==> src/rtl/cache_pkg.sv <==
// Shared types and geometry for the direct-mapped data cache.
package cache_pkg;
  localparam int TAG_W   = 3;
  localparam int IDX_W   = 3;
  localparam int OFF_W   = 2;
  localparam int BLOCK_W = 32;
  localparam int LINES   = 1 << IDX_W;

  typedef enum logic [1:0] {
    IDLE      = 2'd0,
    MEM_READ  = 2'd1,
    MEM_WRITE = 2'd2,
    UPDATE    = 2'd3
  } state_t;
endpackage

==> src/rtl/dcache_line_store.sv <==
// Valid/dirty/tag/data arrays for the data cache. One line is selected by
// i_idx; it can take a single-byte store or a whole-block fill per cycle.
module dcache_line_store
  import cache_pkg::*;
(
  input  logic               i_clk,
  input  logic               i_rst,
  input  logic [IDX_W-1:0]   i_idx,
  input  logic               i_byte_we,
  input  logic [OFF_W-1:0]   i_off,
  input  logic [7:0]         i_byte,
  input  logic               i_fill_we,
  input  logic [TAG_W-1:0]   i_fill_tag,
  input  logic [BLOCK_W-1:0] i_fill_data,
  output logic               o_valid,
  output logic               o_dirty,
  output logic [TAG_W-1:0]   o_tag,
  output logic [BLOCK_W-1:0] o_data
);
  logic [LINES-1:0]   r_valid;
  logic [LINES-1:0]   r_dirty;
  logic [TAG_W-1:0]   r_tag  [LINES];
  logic [BLOCK_W-1:0] r_data [LINES];

  // Line status bits: cleared on reset, set by a fill, dirtied by a store.
  always_ff @(posedge i_clk or posedge i_rst) begin
    if (i_rst) begin
      r_valid <= '0;
      r_dirty <= '0;
    end else if (i_fill_we) begin
      r_valid[i_idx] <= 1'b1;
      r_dirty[i_idx] <= 1'b0;
    end else if (i_byte_we) begin
      r_dirty[i_idx] <= 1'b1;
    end
  end

  // Tag and data storage; contents are meaningless until the line is valid.
  always_ff @(posedge i_clk) begin
    if (i_fill_we) begin
      r_tag[i_idx]  <= i_fill_tag;
      r_data[i_idx] <= i_fill_data;
    end else if (i_byte_we) begin
      r_data[i_idx][8*i_off +: 8] <= i_byte;
    end
  end

  assign o_valid = r_valid[i_idx];
  assign o_dirty = r_dirty[i_idx];
  assign o_tag   = r_tag[i_idx];
  assign o_data  = r_data[i_idx];
endmodule

==> src/rtl/data_cache.sv <==
// Direct-mapped, write-back, write-allocate data cache. Hits complete with no
// stall; misses run an optional dirty-block eviction, then a block fetch.
module data_cache
  import cache_pkg::*;
(
  input  logic        CLK,
  input  logic        RESET,
  input  logic        read,
  input  logic        write,
  input  logic [7:0]  address,
  input  logic [7:0]  writedata,
  output logic [7:0]  readdata,
  output logic        busywait,
  output logic        mem_read,
  output logic        mem_write,
  output logic [5:0]  mem_address,
  output logic [31:0] mem_writedata,
  input  logic [31:0] mem_readdata,
  input  logic        mem_busywait
);
  state_t             r_state;
  logic               r_mem_read;
  logic               r_mem_write;
  logic [5:0]         r_mem_addr;

  logic [TAG_W-1:0]   w_tag;
  logic [IDX_W-1:0]   w_idx;
  logic [OFF_W-1:0]   w_off;
  logic               w_req;
  logic               w_valid;
  logic               w_dirty;
  logic [TAG_W-1:0]   w_line_tag;
  logic [BLOCK_W-1:0] w_data;
  logic               w_hit;
  logic               w_idle_hit;

  assign w_tag      = address[7:5];
  assign w_idx      = address[4:2];
  assign w_off      = address[1:0];
  assign w_req      = read | write;
  assign w_hit      = w_valid && (w_line_tag == w_tag);
  assign w_idle_hit = (r_state == IDLE) && w_hit;

  dcache_line_store u_store (
    .i_clk       (CLK),
    .i_rst       (RESET),
    .i_idx       (w_idx),
    .i_byte_we   (w_idle_hit && write),
    .i_off       (w_off),
    .i_byte      (writedata),
    .i_fill_we   (r_state == UPDATE),
    .i_fill_tag  (w_tag),
    .i_fill_data (mem_readdata),
    .o_valid     (w_valid),
    .o_dirty     (w_dirty),
    .o_tag       (w_line_tag),
    .o_data      (w_data)
  );

  // Miss handler: memory request strobes and block address are registered
  // alongside the state so they are stable for the whole request.
  always_ff @(posedge CLK or posedge RESET) begin
    if (RESET) begin
      r_state     <= IDLE;
      r_mem_read  <= 1'b0;
      r_mem_write <= 1'b0;
      r_mem_addr  <= '0;
    end else begin
      case (r_state)
        IDLE: begin
          if (w_req && !w_hit) begin
            if (w_valid && w_dirty) begin
              r_state     <= MEM_WRITE;
              r_mem_write <= 1'b1;
              r_mem_addr  <= {w_line_tag, w_idx};
            end else begin
              r_state    <= MEM_READ;
              r_mem_read <= 1'b1;
              r_mem_addr <= {w_tag, w_idx};
            end
          end
        end
        MEM_WRITE: begin
          if (!mem_busywait) begin
            r_state     <= MEM_READ;
            r_mem_write <= 1'b0;
            r_mem_read  <= 1'b1;
            r_mem_addr  <= {w_tag, w_idx};
          end
        end
        MEM_READ: begin
          if (!mem_busywait) begin
            r_state    <= UPDATE;
            r_mem_read <= 1'b0;
          end
        end
        default: r_state <= IDLE;
      endcase
    end
  end

  // Load data is only driven for a hit in IDLE; zero otherwise (and in reset).
  always_comb begin
    readdata = 8'h00;
    if (w_idle_hit) readdata = w_data[8*w_off +: 8];
  end

  assign busywait      = w_req && !w_idle_hit;
  assign mem_read      = r_mem_read;
  assign mem_write     = r_mem_write;
  assign mem_address   = r_mem_addr;
  assign mem_writedata = w_data;
endmodule

==> config.mk <==
export PLATFORM = sky130hd
export DESIGN_NAME = data_cache
export DESIGN_NICKNAME = d
export VERILOG_FILES = /design/src/rtl/cache_pkg.sv /design/src/rtl/dcache_line_store.sv /design/src/rtl/data_cache.sv
export SDC_FILE = /design/constraint.sdc
export NUM_CORES = 1
export LEC_CHECK = 0
export ABC_AREA = 0
export CELL_PAD_IN_SITES_DETAIL_PLACEMENT = 1
export CELL_PAD_IN_SITES_GLOBAL_PLACEMENT = 1
export CORE_MARGIN = 2
export CORE_UTILIZATION = 35
export CTS_CLUSTER_SIZE = 28
export DETAILED_ROUTE_END_ITERATION = 8
export PLACE_DENSITY_LB_ADDON = 0.1
export SLEW_MARGIN = 15
export SYNTH_ARGS = -nofsm -noshare
export SYNTH_HDL_FRONTEND = slang
export SYNTH_SLANG_ARGS = --single-unit
==> constraint.sdc <==
create_clock -name CLK -period 2.85 [get_ports CLK]
set_input_delay 0.57 -clock CLK [delete_from_list [all_inputs] [get_ports CLK]]
set_output_delay 0.57 -clock CLK [all_outputs]
set_load 0.02 [all_outputs]
==> results of run 1 <==
layer usage:
layer  routed length, microns  track usage
met5                        0            0
met1                    19600        0.315
met2                    23800        0.417
met4                     1670       0.0865
met3                     2600       0.0415
layout make-up:
cell class / instances / area, sq um / share of cell area
antenna: 1 / 2.50 / 0.000122
inverter: 58 / 219 / 0.0107
clock inverter: 12 / 160 / 0.00782
tap: 511 / 639 / 0.0312
timing repair buffer: 398 / 4290 / 0.209
sequential: 306 / 9060 / 0.442
clock buffer: 50 / 995 / 0.0486
multi-input combinational: 455 / 5130 / 0.250
cells by family (layout without fill, tap and decap cells):
group,count (synthesis),in the layout,synth area share
compound gates,144,144,0.0743
fa+ha+maj,10,10,0.00938
buf+inv,106,518,0.0364
flops,306,306,0.679
mux,136,136,0.138
other cells,0,1,0
simple gates,165,165,0.0624
worst max path at each step:
| stage | from | end | slack (ns) | cells past startpoint |
|---|---|---|---|---|
| after global routing | address[2] | readdata[5] | -0.37 | 12 |
| after global placement | address[3] | readdata[3] | -1.16 | 8 |
| final | address[3] | readdata[1] | -0.32 | 7 |
| after floorplan | address[2] | readdata[7] | -0.14 | 9 |
| after CTS | address[2] | readdata[6] | -0.34 | 11 |
| after detailed placement | address[3] | readdata[3] | -1.14 | 8 |
registers in the layout (all words and copies together), names as in the netlist, named ones only:
name / count
mem_read: 1
u_store.r_valid: 8
mem_address: 6
mem_write: 1
r_state: 2
u_store.r_tag: 24
u_store.r_data: 256
synthesized netlist by cell type (4+ instances only):
cell type | count | area share
inv_1 | 58 | 0.016
o22a_1 | 5 | 0.0033
edfxtp_1 | 280 | 0.63
buf_4 | 4 | 0.0023
clkbuf_1 | 13 | 0.0037
buf_6 | 6 | 0.0051
mux2i_1 | 74 | 0.056
a22oi_1 | 13 | 0.0073
nor3b_1 | 4 | 0.0023
nor2_1 | 30 | 0.0084
a22o_1 | 8 | 0.0053
and2_1 | 9 | 0.0042
mux2_2 | 26 | 0.022
nand2_1 | 73 | 0.021
a211oi_1 | 9 | 0.0051
ha_1 | 10 | 0.0094
dfrtp_1 | 26 | 0.049
a221oi_1 | 12 | 0.0079
and3_1 | 4 | 0.0019
buf_2 | 22 | 0.0083
nand3_1 | 4 | 0.0015
o221ai_1 | 4 | 0.0026
nor2b_1 | 8 | 0.0038
a221o_1 | 6 | 0.0045
nand2b_1 | 9 | 0.0042
a21oi_1 | 45 | 0.017
o21ai_0 | 15 | 0.0056
mux4_2 | 36 | 0.061
or2_2 | 7 | 0.0033
nor3_1 | 4 | 0.0015
o22ai_1 | 9 | 0.0042
critical path, delay by kind of cell:
kind	cells	cell delay (ns)
buf+inv	3	0.43
mux	3	1.36
simple gates	1	0.21
metrics by stage:
step	TNS, ns	setup WS (ns)	util
finish	-2.20	-0.316	0.545
global route	-8.13	-0.371	0.545
CTS	-23.56	-0.341	0.535
detailed placement	-366.98	-1.14	0.467
global placement	-340.55	-1.16	0.467
floorplan	-5.95	-0.138	-
where the power goes:
group / internal (mW) / switching [mW] / total, mW
clock network: 2.79 / 1.77 / 4.56
registers: 5.25 / 0.144 / 5.40
logic: 1.36 / 1.53 / 2.89
timing repair:
item,in CTS,in global routing
pin swaps,43,41
resized for setup,291,92
hold buffers,0,0
endpoints found under the setup margin,529,530
cloned,8,1
buffers inserted,47,26
==> results.cfg, run 1 <==
[drt]
detail-route-antenna-nets = 0
avgRoutedWirePerCell_microns = 26.6
wl_mm = 47.7
drc = 0
viasPerCell = 5.21
vias = 9326
first_pass_iters = 7
initialDrtViolationCount = 598

[layout]
syn_to_final_growth_pct = 53.6
finalInstanceArea_sq_um = 20500
drive_gt1_frac = 0.475
final_cell_mix = 280 x edfxtp_1, 185 x buf_4, 62 x nand2_1, 57 x clkdlybuf4s50_1, 55 x inv_1
fin_cells = 1791
final_common_cell = edfxtp_1
fill_cells = 3574
nNetsFinal = 1317

[yosys]
syn_nets = 930
async_flop_share = 0.0850
yosysUniqueCellTypes = 52
seq_area_frac_synth = 0.679
postSynthAreaPerCell_sq_um = 15.4
ys_seq_elements = 306
synthCells = 867
synth_edf_count = 280
synth_warnings = 0
syn_area_sq_um = 13300
synth_top_flop_cell = edfxtp_1

[global_route]
grt_use_total = 0.245
grt_pass1_vias = 10000
grt_pass1_wl_mm = 68.2
grt_max_degree = 27
gr-total-overflow = 0
antenna_found_initial = 1

[clock_tree]
root_buffer = clkbuf_16
clk_pin_slew_ns = 0.06
tritoncts = done
insertion_delay_ns = 0.51
cts.sinks = 306
clk_path_buf_depth = 3
cts_buffers = 35
htreeDepth = 2

[power]
power_per_cell_area_nw_per_um2 = 627
leakage_nw = 7.60
peakVddDrop_uv = 307
finalPower_mw = 12.8

[sta]
post-route-period-util = 1.11
final_max_slew_viol_count = 0
worst_pin_slew_ns = 0.591
max_slew_margin = 0.606
rsz0062_at_grt = yes
fmax_mhz = 316
clock_skew_ns = 0.0150
finalHoldViolCount = 0
setup_viol_count_final = 20
period_needed_ns = 3.17
fin_hold_ws_ns = 0.431
finalWorstSetupSlack_ns = -0.316

[placed_design]
port_buffers = 101
dpl.hpwl_mm = 32.8
gp_congestion = 0.835
dpl-instance-area_sq_um = 17500
dp.cells = 1659

[floorplan]
die_w_microns = 199
core_sq_um = 37600
rows = 71
die-height_microns = 199
initial_core_util = 0.355
die_area_sq_um = 39700
io-pin-count = 102

[outcome]
outcome = finished, violations left
violations = negative setup slack

[critical_path]
crit_path_end_kind = primary output
reg2reg_depth = 10
r2r-start = u_store.r_tag[5][0]
worst_ep_required_time_ns = 2.28
slowest_stage = mux4_2
cp_slowest_stage_delay_ns = 0.52
cp-start-kind = input port
crit_type = in -> out
r2r_setup_slack_ns = 0.06
cp_cell_sequence = buf_16 > buf_16 > mux4_2 > mux2_4 > mux4_2 > and3_4 > buf_6
crit_arrival_ns = 2.60
timing.rr.end = u_store.r_data[0][8]
cp_max_fo = 8

[hold_path]
min_path_type = in -> async

[run]
maxCapViolations = 0
(Power assumes the default switching activity.)
==> run 2: changes to the inputs <==
--- a/config.mk
+++ b/config.mk
@@ -14,5 +14,4 @@
 export DETAILED_ROUTE_END_ITERATION = 8
 export PLACE_DENSITY_LB_ADDON = 0.1
-export SLEW_MARGIN = 15
 export SYNTH_ARGS = -nofsm -noshare
 export SYNTH_HDL_FRONTEND = slang
==> constraint.sdc (replaced) <==
create_clock -name CLK -period 2.85 [get_ports CLK]
set_input_delay 0.57 -clock CLK [delete_from_list [all_inputs] [get_ports CLK]]
set_output_delay 0.57 -clock CLK [all_outputs]
set_load 0.1 [all_outputs]
==> run 2 against run 1 <==
Routed wire length decreased by 4.6%. Die area unchanged. The flow still finishes with violations (negative setup slack). Total power increased by 1.6%. Critical path depth decreased by 2.
==> results.cfg, run 2 (same netlist as run 1, synthesis figures left out) <==
[floorplan]
die_w_microns = 199
io-pin-count = 102
die_area_sq_um = 39700
die-height_microns = 199
initial_core_util = 0.355
rows = 71
core_sq_um = 37600

[power]
clockPowerShare = 0.308
switching_share = 0.312
peakVddDrop_uv = 342
leakage_nw = 7.49
power_per_cell_area_nw_per_um2 = 640
power.switching_mw = 4.08
p_int_mw = 8.98
finalPower_mw = 13.1
combPwrFrac = 0.280
seqPwrFrac = 0.413

[clock_tree]
postCtsHoldBufs = 0
htreeDepth = 2
cts_buffers = 34
root_buffer = clkbuf_16
cts.sinks = 306
tritoncts = done
clk_path_buf_depth = 3
clk_pin_slew_ns = 0.05
insertion_delay_ns = 0.52

[layout]
final_cell_mix = 280 x edfxtp_1, 191 x buf_4, 92 x buf_12, 63 x nand2_1, 54 x inv_1
reg_top3 = u_store.r_data x256, u_store.r_tag x24, u_store.r_valid x8
syn_to_final_growth_pct = 52.9
largest_reg_flops = 256
nNetsFinal = 1295
regMostFlops = u_store.r_data
post-route-util = 0.543
final_common_cell = edfxtp_1
finalInstanceArea_sq_um = 20400
drive_gt1_frac = 0.471

[critical_path]
r2r_setup_slack_ns = -0.02
slowest_stage = mux4_2
cp_max_fo = 2
crit_path_end_kind = primary output
cp_num_buf_inv = 1
worst_ep_required_time_ns = 2.28
cp_cell_sequence = mux4_2 > mux2_4 > mux4_2 > and3_4 > buf_12
r2r-start = u_store.r_tag[5][0]
crit_type = reg -> out
reg2reg_depth = 13
cp_slowest_stage_delay_ns = 0.53
crit_arrival_ns = 2.65
timing.rr.end = u_store.r_data[2][16]
cp-start-kind = flip-flop
critPathTopFamily = multiplexers
cp_common_cell = mux4_2

[placed_design]
dpl.hpwl_mm = 32.4
pre_cts_slack_ns = -0.974
port_buffers = 101
dpl-instance-area_sq_um = 18000
gp_congestion = 0.842

[sta]
clock_skew_ns = 0.0140
fmax_mhz = 311
setup_viol_count_final = 71
rsz0062_at_grt = yes
finalHoldViolCount = 0
final_max_slew_viol_count = 0
max_slew_margin = 0.578
period_needed_ns = 3.22
worst_pin_slew_ns = 0.631
finalWorstSetupSlack_ns = -0.366
finalSetupTns_ns = -3.41
post-route-period-util = 1.13

[drt]
vias = 9172
drc = 0
wl_mm = 45.5
avgRoutedWirePerCell_microns = 25.7
initialDrtViolationCount = 697
first_pass_iters = 4
viasPerCell = 5.18
detail-route-antenna-nets = 0

[global_route]
grt_pass1_vias = 9563
grt_pass1_wl_mm = 64.6
grt_use_total = 0.231
grt_max_degree = 27
antenna_found_initial = 2
gr-total-overflow = 0

[outcome]
outcome = finished, violations left
violations = negative setup slack

[run]
maxCapViolations = 0

[hold_path]
min_path_type = in -> async
==> run 2: cell type report <==
| class | instances | area (sq um) |
|---|---|---|
| clock inverters | 13 | 80.1 |
| fillers | 3560 | 17200 |
| clock buffers | 48 | 923 |
| inverters | 58 | 219 |
| well taps | 511 | 639 |
| flip-flops and latches | 306 | 9060 |
| repair buffers | 377 | 4440 |
| multi-input cells | 455 | 5020 |
| diodes | 1 | 2.50 |
==> run 2: worst max path at each step <==
stage          cells past startpoint                 start           to  slack [ns]
6_report                           5  u_store.r_data[7][9]  readdata[1]       -0.37
5_1_grt                            8   u_store.r_tag[7][0]  readdata[0]       -0.40
4_1_cts                            9            address[4]  readdata[6]       -0.33
3_5_place_dp                       8            address[3]  readdata[3]       -0.97
3_3_place_gp                       8            address[3]  readdata[3]       -0.97
2_1_floorplan                     10            address[2]  readdata[5]       -1.43
==> run 2: worst reg2reg max path, cell delays in order (launching register included) <==
cell and delay (ns):
edfxtp_1 0.40, mux2i_1 0.18, o22ai_2 0.10, or3_1 0.37, a211oi_2 0.26, buf_4 0.21
buf_6 0.10, buf_6 0.08, buf_8 0.12, buf_6 0.11, nand4_4 0.11, buf_12 0.18
buf_4 0.16, mux2i_4 0.22
==> run 2: timing repair <==
item	4_1_cts	5_1_grt
gates cloned	3	3
setup endpoints to repair	154	457
buffers inserted	19	25
pin swaps	16	24
resized for setup	88	97
==> run 2: per-stage QoR <==
step                      cells  hold WS [ns]
after floorplan             867         0.428
after global placement     1661         0.447
after detailed placement   1661         0.453
after CTS                  1744         0.438
after global routing       1768         0.463
final                      1769         0.438
==> run 2: power by group through the flow <==
stage | registers (mW) | logic (mW) | clock network (mW)
6_report | 5.39 | 3.65 | 4.02
5_1_grt | 5.42 | 3.84 | 4.23
4_1_cts | 5.39 | 3.56 | 4.09
3_5_place_dp | 5.48 | 3.42 | 0
3_3_place_gp | 5.47 | 3.40 | 0
2_1_floorplan | 5.83 | 1.67 | 0
==> run 2: layer usage <==
metal	share of wire	vias up	wire [microns]	global-route usage
li1	-	4081	-	-
met1	0.42	4759	19100	0.307
met2	0.50	263	22700	0.393
met3	0.058	67	2630	0.0388
met4	0.023	2	1070	0.0569
met5	0.00018	-	8	0
==> RTL edit 1, RTL diff (flow settings as in run 2) <==
Encoding of `state_t`: now one-hot (4 bits for 4 states).
--- a/src/rtl/cache_pkg.sv
+++ b/src/rtl/cache_pkg.sv
@@ -6,11 +6,11 @@
   localparam int BLOCK_W = 32;
   localparam int LINES   = 1 << IDX_W;
 
-  typedef enum logic [1:0] {
-    IDLE      = 2'd0,
-    MEM_READ  = 2'd1,
-    MEM_WRITE = 2'd2,
-    UPDATE    = 2'd3
+  typedef enum logic [3:0] {
+    IDLE      = 4'b0001,
+    MEM_READ  = 4'b0010,
+    MEM_WRITE = 4'b0100,
+    UPDATE    = 4'b1000
   } state_t;
 endpackage
 
Function: no difference found for any inputs over 4 cycles, from zero or initial values and one cycle with RESET high; so few cycles prove little.
==> RTL edit 1 against run 2 <==
The flow still finishes with violations (setup timing). Wire length grew 5.4%. First-iteration DRC count shrank 1.6%. Hold slack gained 7.2 ps. Via count grew 3.4%. Synthesized area shrank 0.17%. Setup slack lost 23 ps. Core utilization shrank 1.0 points. Sequential cell count grew 2. Sequential power shrank 3%. Power shrank 4.2%. Global-route usage grew 1.4 points. Cell area shrank 1.9%. Critical endpoint is now readdata[0]. Largest cell class unchanged.
==> RTL edit 1: results <==
INSERT INTO impl_metrics (metric_group, metric, value, unit) VALUES
('global_route', 'grt_start_max_net_pins', '49', ''),
('cells_and_area', 'layout-drive-gt1-share', '46.0', '%'),
('synthesis', 'synthDistinctLibCells', '63', ''),
('power_and_ir_drop', 'power_clock', '4.46', 'mW'),
('placed_design', 'gp_congestion', '0.810', ''),
('synthesis', 'post_synth.cell_area_avg', '15.1', 'sq um'),
('global_route', 'global_route.usage.met2', '40.6', '%'),
('timing', 'setup_viol', '12', ''),
('worst_setup_path', 'timing.critical_path.fanout_max', '11', ''),
('placed_design', 'placedInstanceArea', '0.0180', 'sq mm'),
('placed_design', 'placement.setup.worst_slack', '-562', 'ps'),
('timing', 'worst_slew_margin_rel', '50.0', '%'),
('status', 'violations', 'setup timing', ''),
('power_and_ir_drop', 'ir_worst_vdd', '0.355', 'mV'),
('timing', 'fin_ws', '-389', 'ps'),
('status', 'run_status', 'finished with violations', ''),
('drt', 'detailedRoute.firstIterationViolations', '686', ''),
('global_route', 'grt_util_met1', '33.9', '%'),
('synthesis', 'async_flop_share', '9.09', '%'),
('power_and_ir_drop', 'internal_power', '8.79', 'mW'),
('placed_design', 'hpwlAfterDp', '34.0', 'mm'),
('worst_setup_path', 'critical_path.slowest_cell', 'nor2_1', ''),
('cells_and_area', 'nets', '1309', ''),
('global_route', 'first_global_vias', '9884', ''),
('worst_setup_path', 'critical-path-max-stage-delay', '350', 'ps');
## RTL edit 1: final timing paths
path                       slack (ps)                 from                    to
setup / recovery                 -390           address[4]           readdata[0]
hold / removal                    450                RESET        mem_address[1]
setup reg to reg                  170  u_store.r_tag[5][1]  u_store.r_data[0][6]
hold reg to reg                   480   u_store.r_valid[6]    u_store.r_valid[6]
max in group asynchronous        2070                RESET            r_state[0]
min in group CLK                  480   u_store.r_valid[6]    u_store.r_valid[6]
## RTL edit 1: final cells by class
type | count | share of cell area (%)
inverter | 44 | 0.845
tap | 511 | 3.20
timing repair buffer | 380 | 21.7
clock buffer | 43 | 4.74
sequential | 308 | 45.6
clock inverter | 23 | 0.901
multi-input combinational | 481 | 23.0
## RTL edit 1: logic make-up (layout without fill, tap and decap cells)
family,count (synthesis),after routing,share of synthesized area (%)
mux,122,122,11.2
flops,308,308,68.4
fa+ha+maj,5,5,0.470
compound gates,190,190,10.5
buf+inv,96,490,3.44
simple gates,163,164,5.94
==> RTL edit 2, RTL diff (config.mk and constraints of run 2) <==
Without the edit above. Reset style: synchronous (`RESET` and `i_rst`), changed in 2 clocked blocks.
--- a/src/rtl/dcache_line_store.sv
+++ b/src/rtl/dcache_line_store.sv
@@ -23,7 +23,7 @@
   logic [BLOCK_W-1:0] r_data [LINES];
 
   // Line status bits: cleared on reset, set by a fill, dirtied by a store.
-  always_ff @(posedge i_clk or posedge i_rst) begin
+  always_ff @(posedge i_clk) begin
     if (i_rst) begin
       r_valid <= '0;
       r_dirty <= '0;
--- a/src/rtl/data_cache.sv
+++ b/src/rtl/data_cache.sv
@@ -59,7 +59,7 @@
 
   // Miss handler: memory request strobes and block address are registered
   // alongside the state so they are stable for the whole request.
-  always_ff @(posedge CLK or posedge RESET) begin
+  always_ff @(posedge CLK) begin
     if (RESET) begin
       r_state     <= IDLE;
       r_mem_read  <= 1'b0;
Function: differs if RESET is asserted again (counterexample within 4 cycles, from zero or initial values and one cycle with RESET high); with RESET held inactive, the same outputs for 4 cycles.
==> RTL edit 2 against run 2 <==
The run still ends with setup timing left. Fmax increased by 2.1%. Count of clock-buffer cells in the layout decreased by 7. Clock power increased by 11%. Sequential cell count unchanged. Global-route usage decreased by 0.13 points. Sequential power decreased by 6.1%. Synthesized area decreased by 1.8%. Clock skew about the same. Wire length decreased by 2.5%. Setup slack improved by 67 ps. Cell area decreased by 5.2%. Power decreased by 8.1%. Critical endpoint is now readdata[7]. Largest power group unchanged. Highest routed layer unchanged.
==> RTL edit 2: results <==
INSERT INTO impl_metrics (metric_group, metric, value, unit) VALUES
('global_route', 'first_global_vias', '9611', ''),
('global_route', 'antenna_found_initial', '1', ''),
('power_and_ir_drop', 'p_sw_share', '28.3', '%'),
('timing', 'fin_ws', '-299', 'ps'),
('timing', 'holdWs', '461', 'ps'),
('cells_and_area', 'layout-drive-gt1-share', '45.5', '%'),
('timing', 'fin_tns_setup', '-2060', 'ps'),
('synthesis', 'syn_nets', '940', ''),
('cells_and_area', 'antenna-diode-count', '0', ''),
('worst_setup_path', 'worstSetupStartpoint', 'address[2]', ''),
('synthesis', 'commonest_cells_in_the_netlist', '280 x edfxtp_1, 88 x nand2_1, 86 x nor2_1', ''),
('global_route', 'global_route.usage.met3', '3.28', '%'),
('worst_setup_path', 'critical-path-max-stage-delay', '510', 'ps'),
('power_and_ir_drop', 'ir_worst_vdd', '0.439', 'mV'),
('global_route', 'grtUsageTotal', '22.9', '%'),
('status', 'run_status', 'finished with violations', ''),
('synthesis', 'synthDistinctLibCells', '53', ''),
('worst_setup_path', 'cpLargestDelayFamily', 'compound AO/OA/AOI/OAI gates', ''),
('timing', 'setup_viol', '9', ''),
('status', 'violations', 'setup timing', '');
-- RTL edit 2: changes by cell type in the layout (fill, tap and decap cells not counted), sizes merged, moves of 11 or more --
cell / run 2 / this run
dfrtp: 26 / 0
inv: 59 / 40
clkbuf: 52 / 41
nor2: 30 / 87
buf: 323 / 301
nand2: 73 / 88
dfxtp: 0 / 26
a21oi: 45 / 6
-- RTL edit 2: cell families (layout without fill, tap and decap cells) --
kind of cell             count (synthesis)  after routing  synth area share [%]
adder cells (fa/ha/maj)                 10             10                 0.956
AND/OR/NAND/NOR                        218            218                  7.59
multiplexers                           126            126                  12.6
buffers and inverters                   87            454                  2.91
AO/OA/AOI/OAI                          127            127                  7.56
XOR/XNOR                                 3              3                 0.201
flip-flops                             306            306                  68.2
-- RTL edit 2: cell type report --
| type | instances | area [sq um] |
|---|---|---|
| multi-input combinational | 484 | 4750 |
| clock buffer | 41 | 941 |
| fill | 3500 | 17400 |
| sequential | 306 | 8930 |
| tap | 468 | 586 |
| timing repair buffer | 350 | 3760 |
| clock inverter | 21 | 189 |
| inverter | 42 | 174 |
-- RTL edit 2: power by group through the flow --
stage	clock, mW	sequential (mW)	combinational, mW
floorplan	0	5.44	1.10
global placement	0	5.15	2.33
detailed placement	0	5.15	2.34
CTS	4.53	5.06	2.45
global route	4.68	5.07	2.61
finish	4.45	5.06	2.50
-- RTL edit 2: worst register-to-register path, stage by stage, from the launching register on --
cell	delay (ps)
edfxtp_1	380
mux2i_1	180
o22ai_1	110
nor2_2	200
xnor2_2	100
nor4_4	340
buf_12	180
buf_4	200
buf_12	140
a31oi_4	210
nor2_4	200
buf_4	180
-- RTL edit 2: what timing repair did --
action	CTS	global route
hold buffers	0	0
setup endpoints to repair	491	370
buffers inserted	18	15
gates resized for setup	105	57
pin swaps	14	17
cloned	0	0
